## config.mk

```make
export PLATFORM = sky130hd
export DESIGN_NAME = ifmap_diag_sender
export DESIGN_NICKNAME = d
export VERILOG_FILES = /design/src/rtl/ifmap_diag_sender_pkg.sv /design/src/rtl/ifmap_diag_sender_lane_tx.sv /design/src/rtl/ifmap_diag_sender.sv
export SDC_FILE = /design/constraint.sdc
export NUM_CORES = 1
export LEC_CHECK = 0
export BUFFER_PORTS_ARGS = -buffer_cell sky130_fd_sc_hd__clkbuf_2
export CAP_MARGIN = 5
export CORE_MARGIN = 2
export CORE_UTILIZATION = 40
export CTS_CLUSTER_DIAMETER = 120
export DETAILED_ROUTE_END_ITERATION = 8
export PLACE_DENSITY = 0.59
export SLEW_MARGIN = 20
export SYNTH_ARGS = -nofsm -noshare
export SYNTH_HDL_FRONTEND = slang
export SYNTH_SLANG_ARGS = --single-unit
```

## constraint.sdc

```tcl
create_clock -name clk -period 2.98 [get_ports clk]
set_input_delay 0.298 -clock clk [delete_from_list [all_inputs] [get_ports clk]]
set_output_delay 0.298 -clock clk [all_outputs]
set_load 0.1 [all_outputs]
```

## src/rtl/ifmap_diag_sender_pkg.sv

```systemverilog
// Shared constants and types for the diagonal ifmap sender and its per-lane transmitters.
package ifmap_diag_sender_pkg;

    localparam int NUM_ROW   = 6;
    localparam int NUM_COL   = 7;
    localparam int NUM_DIAG  = NUM_ROW + NUM_COL - 1;
    localparam int BEAT_W    = 10;
    localparam int PAYLOAD_W = 16;
    localparam int STALL_W   = 16;

    typedef struct packed {
        logic                 valid;
        logic [PAYLOAD_W-1:0] data;
    } PE_IN_PACKET;

    typedef PE_IN_PACKET [0:NUM_DIAG-1] DIAGONAL_BUS_PACKET;

    typedef enum logic [1:0] {
        IDLE   = 2'd0,
        STREAM = 2'd1,
        DONE   = 2'd2
    } SENDER_STATE;

endpackage

```

## src/rtl/ifmap_diag_sender_lane_tx.sv

```systemverilog
// One diagonal lane: staging register, post-send hold-off, beat counter, bus register.
// Optional stall counter is built when IFMAP_STALL_CNT_EN is defined.
module ifmap_lane_tx
    import ifmap_diag_sender_pkg::*;
(
    input  logic                 clk,
    input  logic                 rst,
    input  logic                 clr_i,
    input  logic                 stream_i,
    input  logic                 en_i,
    input  logic [BEAT_W-1:0]    bpp_i,
    input  logic                 blocked_i,
    input  logic                 src_valid_i,
    input  logic [PAYLOAD_W-1:0] src_data_i,
    output logic                 src_ready_o,
    output PE_IN_PACKET          bus_o,
    output logic                 done_o
`ifdef IFMAP_STALL_CNT_EN
    ,
    output logic [STALL_W-1:0]   stall_cnt_o
`endif
);

    logic                 stg_v_q, stg_v_d;
    logic [PAYLOAD_W-1:0] stg_d_q, stg_d_d;
    logic                 hold_q;
    logic [BEAT_W-1:0]    cnt_q, cnt_d;
    logic [BEAT_W:0]      cnt_inc;
    PE_IN_PACKET          bus_q, bus_d;
    logic                 send;
    logic                 room;
    logic                 accept;

    assign send    = stg_v_q & ~blocked_i & ~hold_q;
    assign cnt_inc = {1'b0, cnt_q} + {{BEAT_W{1'b0}}, 1'b1};

    // A staged beat is already committed, so it counts against the pass budget;
    // without this the lane would accept one beat more than beats_per_pass.
    assign room        = stg_v_q ? (send & (cnt_inc < {1'b0, bpp_i})) : (cnt_q < bpp_i);
    assign src_ready_o = stream_i & en_i & room;
    assign accept      = src_ready_o & src_valid_i;
    assign done_o      = ~en_i | (cnt_q == bpp_i);
    assign bus_o       = bus_q;

    always_comb begin
        stg_v_d = stg_v_q;
        stg_d_d = stg_d_q;
        cnt_d   = cnt_q;
        bus_d   = '0;
        if (clr_i) begin
            stg_v_d = 1'b0;
            cnt_d   = '0;
        end else begin
            if (send) begin
                stg_v_d    = 1'b0;
                bus_d.valid = 1'b1;
                bus_d.data  = stg_d_q;
                if (cnt_q != bpp_i) cnt_d = cnt_q + BEAT_W'(1);
            end
            if (accept) begin
                stg_v_d = 1'b1;
                stg_d_d = src_data_i;
            end
        end
    end

    always_ff @(posedge clk or negedge rst) begin
        if (!rst) begin
            stg_v_q <= 1'b0;
            stg_d_q <= '0;
            hold_q  <= 1'b0;
            cnt_q   <= '0;
            bus_q   <= '0;
        end else begin
            stg_v_q <= stg_v_d;
            stg_d_q <= stg_d_d;
            hold_q  <= send;
            cnt_q   <= cnt_d;
            bus_q   <= bus_d;
        end
    end

`ifdef IFMAP_STALL_CNT_EN
    logic [STALL_W-1:0] stall_q, stall_d;

    always_comb begin
        stall_d = stall_q;
        if (clr_i) begin
            stall_d = '0;
        end else if (stream_i & en_i & stg_v_q & blocked_i & (stall_q != {STALL_W{1'b1}})) begin
            stall_d = stall_q + STALL_W'(1);
        end
    end

    always_ff @(posedge clk or negedge rst) begin
        if (!rst) stall_q <= '0;
        else      stall_q <= stall_d;
    end

    assign stall_cnt_o = stall_q;
`endif

endmodule

```

## src/rtl/ifmap_diag_sender.sv

```systemverilog
// Diagonal ifmap broadcast sender: pass FSM plus per-diagonal pe_full reduction.
// Define IFMAP_STALL_CNT_EN to add the per-lane stall_cnt output.
//
// state  | meaning
// IDLE   | waiting for start; lane config latched on start
// STREAM | enabled lanes stream beats until each reaches beats_per_pass
// DONE   | pass finished; waiting for conv_continue
module ifmap_diag_sender
    import ifmap_diag_sender_pkg::*;
(
    input  logic                                clk,
    input  logic                                rst,
    input  logic                                start,
    input  logic                                conv_continue,
    input  logic [NUM_DIAG-1:0]                 lane_en,
    input  logic [BEAT_W-1:0]                   beats_per_pass,
    input  logic [NUM_DIAG-1:0]                 src_valid,
    input  logic [NUM_DIAG-1:0][PAYLOAD_W-1:0]  src_data,
    output logic [NUM_DIAG-1:0]                 src_ready,
    input  logic [NUM_ROW-1:0][NUM_COL-1:0]     pe_full,
    output DIAGONAL_BUS_PACKET                  diagonal_bus_packet,
    output logic                                busy,
    output logic                                pass_done,
    output logic                                error
`ifdef IFMAP_STALL_CNT_EN
    ,
    output logic [NUM_DIAG-1:0][STALL_W-1:0]    stall_cnt
`endif
);

    SENDER_STATE         state_q, state_d;
    logic [NUM_DIAG-1:0] en_q;
    logic [BEAT_W-1:0]   bpp_q;
    logic                pass_done_q, pass_done_d;
    logic                error_q, error_d;
    logic                clr;
    logic [NUM_DIAG-1:0] blocked;
    logic [NUM_DIAG-1:0] lane_done;

    always_comb begin
        blocked = '0;
        for (int i = 0; i < NUM_ROW; i++) begin
            for (int j = 0; j < NUM_COL; j++) begin
                blocked[i+j] = blocked[i+j] | pe_full[i][j];
            end
        end
    end

    always_comb begin
        state_d = state_q;
        clr     = 1'b0;
        case (state_q)
            IDLE: begin
                if (start) begin
                    clr     = 1'b1;
                    state_d = ((beats_per_pass == '0) || (lane_en == '0)) ? DONE : STREAM;
                end
            end
            STREAM:  if (&lane_done) state_d = DONE;
            DONE:    if (conv_continue) state_d = IDLE;
            default: state_d = IDLE;
        endcase
        pass_done_d = (state_d == DONE) && (state_q != DONE);
        error_d     = error_q | (start & (state_q != IDLE));
    end

    always_ff @(posedge clk or negedge rst) begin
        if (!rst) begin
            state_q     <= IDLE;
            en_q        <= '0;
            bpp_q       <= '0;
            pass_done_q <= 1'b0;
            error_q     <= 1'b0;
        end else begin
            state_q     <= state_d;
            pass_done_q <= pass_done_d;
            error_q     <= error_d;
            if (clr) begin
                en_q  <= lane_en;
                bpp_q <= beats_per_pass;
            end
        end
    end

    assign busy      = (state_q == STREAM);
    assign pass_done = pass_done_q;
    assign error     = error_q;

    for (genvar d = 0; d < NUM_DIAG; d++) begin : g_lane
        ifmap_lane_tx u_lane (
            .clk         (clk),
            .rst         (rst),
            .clr_i       (clr),
            .stream_i    (busy),
            .en_i        (en_q[d]),
            .bpp_i       (bpp_q),
            .blocked_i   (blocked[d]),
            .src_valid_i (src_valid[d]),
            .src_data_i  (src_data[d]),
            .src_ready_o (src_ready[d]),
            .bus_o       (diagonal_bus_packet[d]),
            .done_o      (lane_done[d])
`ifdef IFMAP_STALL_CNT_EN
            ,
            .stall_cnt_o (stall_cnt[d])
`endif
        );
    end

endmodule
```

# Yosys cells after proc, flatten, opt, wreduce, memory -nomap -nowiden
# Index checks and enable logic that the tools add are counted.
totals:
  latchBits: 0
  reg_bits: 566
  out_inout_bits: 219
  romBits: 0
  ramBits: 0
  inputBits: 272
  elab_cells: 488
  memories: 0
op_classes:
  reduce_logical: 67
  n_lt_le_gt_ge: 24
  n_eq_ne: 28
  n_div: 0
  n_shift: 0
  muxes: 115
  add_sub_neg: 24
  bitwise_logic: 153
  n_mul: 0
op_table:
  columns: ["operator", "count"]
  rows:
  - ["$mux 17", 24]
  - ["$mux 10", 36]
  - ["$add 10x1->11 const B", 12]
  - ["$lt 11x10->1", 12]
  - ["$add 10x1->10 const B", 12]
  - ["$eq 10x10->1", 12]
  - ["$lt 10x10->1", 12]
  - ["$ne 10x10->1", 12]
  - ["$and 1x1->1", 73]
  - ["$mux 1", 50]
  - ["$reduce_bool 2->1", 25]
  - ["$reduce_and 2->1", 24]
  - ["$or 1x1->1", 43]
  - ["$not 1->1", 37]
  - ["$reduce_bool 3->1", 12]
  - ["$logic_not 12->1", 1]
  - ["$reduce_and 12->1", 1]
  - ["$logic_not 10->1", 1]
  - ["$mux 2", 4]
  - ["$pmux 2 s3", 1]
  - ["$eq 2x2->1 const B", 2]
  - ["$eq 2x1->1 const B", 1]
  - ["$logic_not 2->1", 1]
  - ["$ne 2x2->1 const B", 1]
  - ["other kinds (2)", 2]

# Logic depth before layout (Yosys ltp)
logic_depth:
  ltp_word: 14
  ltp_mapped: 13
  ltp_nobuf: 12

# Modules after synthesis
# From an unflattened synthesis, not the netlist that was laid out.
unflattened:
  hier_cells: 2507
  area_unflattened_um2: 28855.2
modules_own_cells:
  columns: ["module", "seq_area_each_um2", "n_inst", "cells_per_inst", "area_per_inst_um2"]
  rows:
  - ["ifmap_lane_tx", 1126.1, 12, 201, 2306.0]
  - ["ifmap_diag_sender", 650.6, 1, 95, 1183.6]

# Worst setup path before layout
# OpenSTA, ideal clock, no wires.
synth_path:
  path_type: "register -> register"
  start: "register g_lane[0].u_lane.cnt_q[0]"
  end: "register g_lane[0].u_lane.stg_d_q[10]"
  arrival_ns: 2.978
  path_buffers: 2
  setup_time_ns: 0.125
  required_time_ns: 2.855
  period_less_slack_ns: 3.103
  path_stages_with_launch: 14
  slack_ns: -0.123
  path_cell_list: "dfrtp_1 ha_1 nand3_1 nor2_1 nand3_1 xnor2_1 ha_1 a21o_1 a211oi_1 a31oi_1 or3b_1 buf_2 buf_6 mux2_4"
synth_via:
  elab_chain_cells: 7
  elab_cells_between_ends: 8
  cone_classes: "add/sub (1); order compare (2); mux (1); bitwise (3); reduce/logical (1)"
synth_lines:
  columns: ["item", "line_no", "source"]
  rows:
  - ["from (decl)", "ifmap_diag_sender_lane_tx.sv:27", "logic [BEAT_W-1:0] cnt_q, cnt_d;"]
  - ["from (signal assigned)", "ifmap_diag_sender_lane_tx.sv:78", "cnt_q <= cnt_d;"]
  - ["$add 10x1->11", "ifmap_diag_sender_lane_tx.sv:35", "assign cnt_inc = {1'b0, cnt_q} + {{BEAT_W{1'b0}}, 1'b1};"]
  - ["$lt 11x10->1", "ifmap_diag_sender_lane_tx.sv:39", "assign room = stg_v_q ? (send & (cnt_inc < {1'b0, bpp_i})) : (cnt_q < bpp_i);"]
  - ["$and 1x1->1", "ifmap_diag_sender_lane_tx.sv:39", null]
  - ["$mux 1 (*)", "ifmap_diag_sender_lane_tx.sv:39", null]
  - ["$and 1x1->1 (*)", "ifmap_diag_sender_lane_tx.sv:40", "assign src_ready_o = stream_i & en_i & room;"]
  - ["$and 1x1->1 (*)", "ifmap_diag_sender_lane_tx.sv:41", "assign accept = src_ready_o & src_valid_i;"]
  - ["$reduce_and 2->1 (no line) (*)", null, null]
  - ["to (signal assigned)", "ifmap_diag_sender_lane_tx.sv:76", "stg_d_q <= stg_d_d;"]
  - ["to (decl)", "ifmap_diag_sender_lane_tx.sv:25", "logic [PAYLOAD_W-1:0] stg_d_q, stg_d_d;"]
# Every way passes the cells marked *; elsewhere a longest branch is shown, timed or not.
# A chain may end at the register's enable or synchronous reset.

# Worst setup path in the final report
layout_path:
  start: "register g_lane[3].u_lane.cnt_q[0]"
  end: "output port src_ready[3]"
layout_via:
  elab_chain_cells: 5
  elab_cells_between_ends: 6
  cone_classes: "add/sub (1); order compare (2); mux (1); bitwise (2)"
layout_lines:
  columns: ["item", "line_no", "source"]
  rows:
  - ["from (decl)", "ifmap_diag_sender_lane_tx.sv:27", null]
  - ["from (signal assigned)", "ifmap_diag_sender_lane_tx.sv:78", null]
  - ["$add 10x1->11", "ifmap_diag_sender_lane_tx.sv:35", null]
  - ["$lt 11x10->1", "ifmap_diag_sender_lane_tx.sv:39", null]
  - ["$and 1x1->1", "ifmap_diag_sender_lane_tx.sv:39", null]
  - ["$mux 1 (*)", "ifmap_diag_sender_lane_tx.sv:39", null]
  - ["$and 1x1->1 (*)", "ifmap_diag_sender_lane_tx.sv:40", null]
  - ["to (decl)", "ifmap_diag_sender.sv:19", "output logic [NUM_DIAG-1:0] src_ready,"]
# Marked as above.

==> results.sh <==
export IMPL_grt_util_all_layers_pct=22.59
export IMPL_fp_dieW_um=266.5
export IMPL_critical_r2r_capture="g_lane[5].u_lane.stg_d_q[4]"
export IMPL_synthToLayoutAreaGrowth_pct=43.84
export IMPL_detail_route_first_pass_iterations=5
export IMPL_clk_pin_slew_worst_paths_ns=0.06
export IMPL_h_tree_levels=3
export IMPL_r2r_cells=17
export IMPL_finalWorstSetupSlack_ns=-0.4869
export IMPL_clkLatencyLatePin_ns=0.60
export IMPL_die_height_um=266.5
export IMPL_grt_max_degree=83
export IMPL_synth_fp_nets=2850
export IMPL_path_max_fanout=2
export IMPL_synth_edff_count=0
export IMPL_mappedNetlistArea_mm2=0.02756
export IMPL_critical_path_arrival_ns=3.17
export IMPL_max_vdd_drop_mv=0.5099
export IMPL_synth_seq_cells=566
export IMPL_synthArstFlopShare_pct=100.0
export IMPL_tightestPinTransition_ns=1.105
export IMPL_syn_avg_cell_area_um2=11.85
export IMPL_crit_family="simple AND/OR/NAND/NOR gates"
export IMPL_clock_fmax_mhz=288.4
export IMPL_route_detailed_wl_per_inst_um=19.21
export IMPL_hold_path_startpoint="pe_full[12]"
export IMPL_layout_drive_gt1_share_pct=38.78
export IMPL_cts_buffers=67
export IMPL_synthFlopType="dfrtp_1"
export IMPL_first_global_vias=23490
export IMPL_busiest_layer="met2"
export IMPL_hold_depth=3
export IMPL_regToRegSetupSlack_ns=-0.30
export IMPL_result_of_the_run="finished with violations"
export IMPL_dp_slack_ns=-0.3262
export IMPL_grt_ovfl_total=0
export IMPL_worstPathBufferInverterCount=1
export IMPL_grt_pass1_wl_um=127100
export IMPL_p_leak_nw=20.44
export IMPL_globalplace_congestion=0.8791
export IMPL_report_final_setup_viol=77
export IMPL_synthDistinctLibCells=78
export IMPL_global_route_usage_met2_pct=39.20
export IMPL_end_kind="primary output"
export IMPL_cp_start_kind="flip-flop"
export IMPL_cts_path_max_buffers=3
export IMPL_crit_path_cell_trace="ha_4 -> nand3_4 -> nor2_4 -> xor2_1 -> ha_1 -> and3_4 -> a221o_1 -> a31oi_2 -> nand4b_1 -> a21oi_2 -> nor2_2 -> buf_12"
export IMPL_finalCriticalPeriod_ns=3.467
export IMPL_dp_cells=3790
export IMPL_r2r_start="g_lane[5].u_lane.cnt_q[0]"
export IMPL_port_buffers=490
export IMPL_timing_max_transition_violations_final=0
export IMPL_antenna_found_initial=3
export IMPL_route_final_wire_length_um=81920
export IMPL_cts_sinks=566
export IMPL_min_period_over_period_pct=116.3
export IMPL_design_core_area_mm2=0.06847
export IMPL_timing_critical_path_slowest_stage_cell="dfrtp_1"
export IMPL_timing_setup_critical_path_class="flip-flop to primary output"
export IMPL_total_power_mw=33.09
export IMPL_core_rowCount=96
export IMPL_failed_checks="setup timing"
export IMPL_cpPeakStageDelay_ns=0.41
export IMPL_route_antenna_remaining_nets=0
export IMPL_tritoncts="built"
export IMPL_vias_per_cell=5.227
export IMPL_global_route_usage_met1_pct=28.41
export IMPL_fin_nets=3858
export IMPL_syn_instance_count=2326
export IMPL_stdcell_count=4264
export IMPL_grt_util_met3_pct=4.152
export IMPL_count_of_maximum_capacitance_violations=0
export IMPL_final_hold_viol_count=0
export IMPL_synth_warnings=0
export IMPL_dieArea_mm2=0.07102
export IMPL_synth_sequential_area_ratio_pct=51.38
export IMPL_post_route_util_pct=57.91
export IMPL_drc=0
export IMPL_worst_hold_path_endpoint="g_lane[6].u_lane.stg_v_q"
export IMPL_cp_required_ns=2.68
export IMPL_grt_setup_unrepaired="yes"
export IMPL_skew_ns=0.01802
export IMPL_type_of_the_most_critical_hold_path="input port to flip-flop"
export IMPL_p_per_area_mw_per_mm2=834.5
export IMPL_floorplan_io_pins=491
export IMPL_max_slew_margin_pct=25.78
export IMPL_cell_at_the_root_of_the_clock_tree="clkbuf_16"
export IMPL_initial_drc_count=1097
export IMPL_dpl_hpwl_um=56320
export IMPL_floorplan_initialDensity_pct=40.26
export IMPL_routed_via_count=22289
-- how the worst max path moves through the flow --
stage                               from                      endpoint  slack, ns  depth (start not counted)
6_report       g_lane[3].u_lane.cnt_q[0]                  src_ready[3]      -0.49                         12
4_1_cts        g_lane[5].u_lane.cnt_q[0]                  src_ready[5]      -0.50                         13
3_3_place_gp   g_lane[9].u_lane.cnt_q[0]  g_lane[9].u_lane.stg_d_q[15]      -0.24                         10
5_1_grt        g_lane[5].u_lane.cnt_q[2]                  src_ready[5]      -0.67                         14
2_1_floorplan                   bpp_q[2]  g_lane[0].u_lane.stg_d_q[10]      0.002                         10
3_5_place_dp   g_lane[9].u_lane.cnt_q[1]   g_lane[9].u_lane.stg_d_q[0]      -0.33                         10
-- cells by family (layout without fill, tap and decap cells) --
family                   Yosys count  in the layout  synth area share, %
AO/OA/AOI/OAI                    298            298                7.917
XOR/XNOR                         130            130                4.131
adder cells (fa/ha/maj)          252            252                11.44
buffers and inverters            134           1189                2.161
flip-flops                       566            566                51.38
multiplexers                     194            194                8.293
other                              0              1                    0
AND/OR/NAND/NOR                  752            752                14.68
-- cell type report --
class                   instances  area [um^2]
repair buffers               1017         7699
inverters                      56        221.5
clock inverters                28        401.6
fillers                      5590        28820
flip-flops and latches        566        14180
well taps                     882         1104
diodes                          1        2.502
clock buffers                  88         1931
multi-input cells            1626        14110
-- worst reg2reg max path, delay by kind of cell (launching register included) --
kind | cells | cell delay, ns
flops | 1 | 0.41
mux | 1 | 0.32
compound gates | 3 | 0.39
xor+xnor | 1 | 0.16
simple gates | 3 | 0.49
buf+inv | 7 | 0.93
fa+ha+maj | 2 | 0.48
-- flip-flops by register name, indices dropped and copies added, names as in the netlist --
signal and flops:
g_lane.u_lane.stg_d_q 192, g_lane.u_lane.cnt_q 120, error 1, pass_done 1, bpp_q 10, g_lane.u_lane.hold_q 12
state_q 2, g_lane.u_lane.bus_o 204, g_lane.u_lane.stg_v_q 12, en_q 12
-- placed cells by master (no fill, tap or decap), types with 81 or more instances in the layout --
| cell | instances |
|---|---|
| and2_1 | 88 |
| and3_1 | 131 |
| buf_4 | 256 |
| clkbuf_2 | 477 |
| dfrtp_1 | 553 |
| dlygate4sd3_1 | 211 |
| ha_1 | 234 |
| mux2_2 | 126 |
| nand2_1 | 163 |
| nor2_1 | 81 |
-- through the flow --
step | hold WS, ns | setup TNS (ns) | area, um^2
floorplan | 0.002409 | 0 | 27640
global placement | 0.3817 | -4.188 | 32550
detailed placement | 0.3777 | -10.45 | 32550
CTS | 0.003855 | -19.19 | 38600
global route | 0.03958 | -24.89 | 39650
finish | 0.05365 | -12.67 | 39650
-- timing repair --
action                     4_1_cts  5_1_grt
setup buffers                  108       50
hold buffers                   211        0
resized for setup              170      128
gates cloned                     5        7
pin swaps                      104       77
hold endpoints to repair       278        0
setup endpoints to repair      119      210
-- report_power, final --
group / switching (mW) / internal [mW]
clock: 3.28 / 5.35
sequential: 1.14 / 9.62
combinational: 7.70 / 5.99
total: 12.1 / 21.0
-- synth_stat cells, types with 7 or more instances --
library cell	instances	area, um^2
buf_4	14	105.1
nor2b_1	12	75.07
nor3_1	14	70.07
nand4_1	43	269.0
a21o_1	20	150.1
nand2b_1	12	75.07
mux2_2	165	1858
o31ai_1	11	82.58
a21oi_1	67	335.3
nand2_1	172	645.6
and2_1	89	556.8
o211ai_1	7	52.55
buf_2	8	40.04
ha_1	252	3153
mux2_4	27	405.4
a22o_1	47	411.6
and3_1	145	907.1
xnor2_1	63	551.8
clkbuf_1	51	191.4
a31oi_1	7	43.79
a211oi_1	10	75.07
xor2_1	67	586.8
o2111ai_1	8	70.07
o21ai_0	45	225.2
and4_1	8	70.07
a21boi_0	7	52.55
dfrtp_1	566	14160
nor4_1	9	56.30
nand3b_1	11	82.58
nor2_1	105	394.1
or3_1	9	56.30
a32o_1	22	220.2
inv_1	55	206.5
nand3_1	90	450.4
-- routing by layer --
| metal | vias up | wire length (um) |
|---|---|---|
| li1 | 10394 | - |
| met1 | 11180 | 34380 |
| met2 | 548 | 40980 |
| met3 | 167 | 3979 |
| met4 | 0 | 2579 |
| met5 | - | 0 |
No activity file was read; power rests on OpenSTA's default activity.
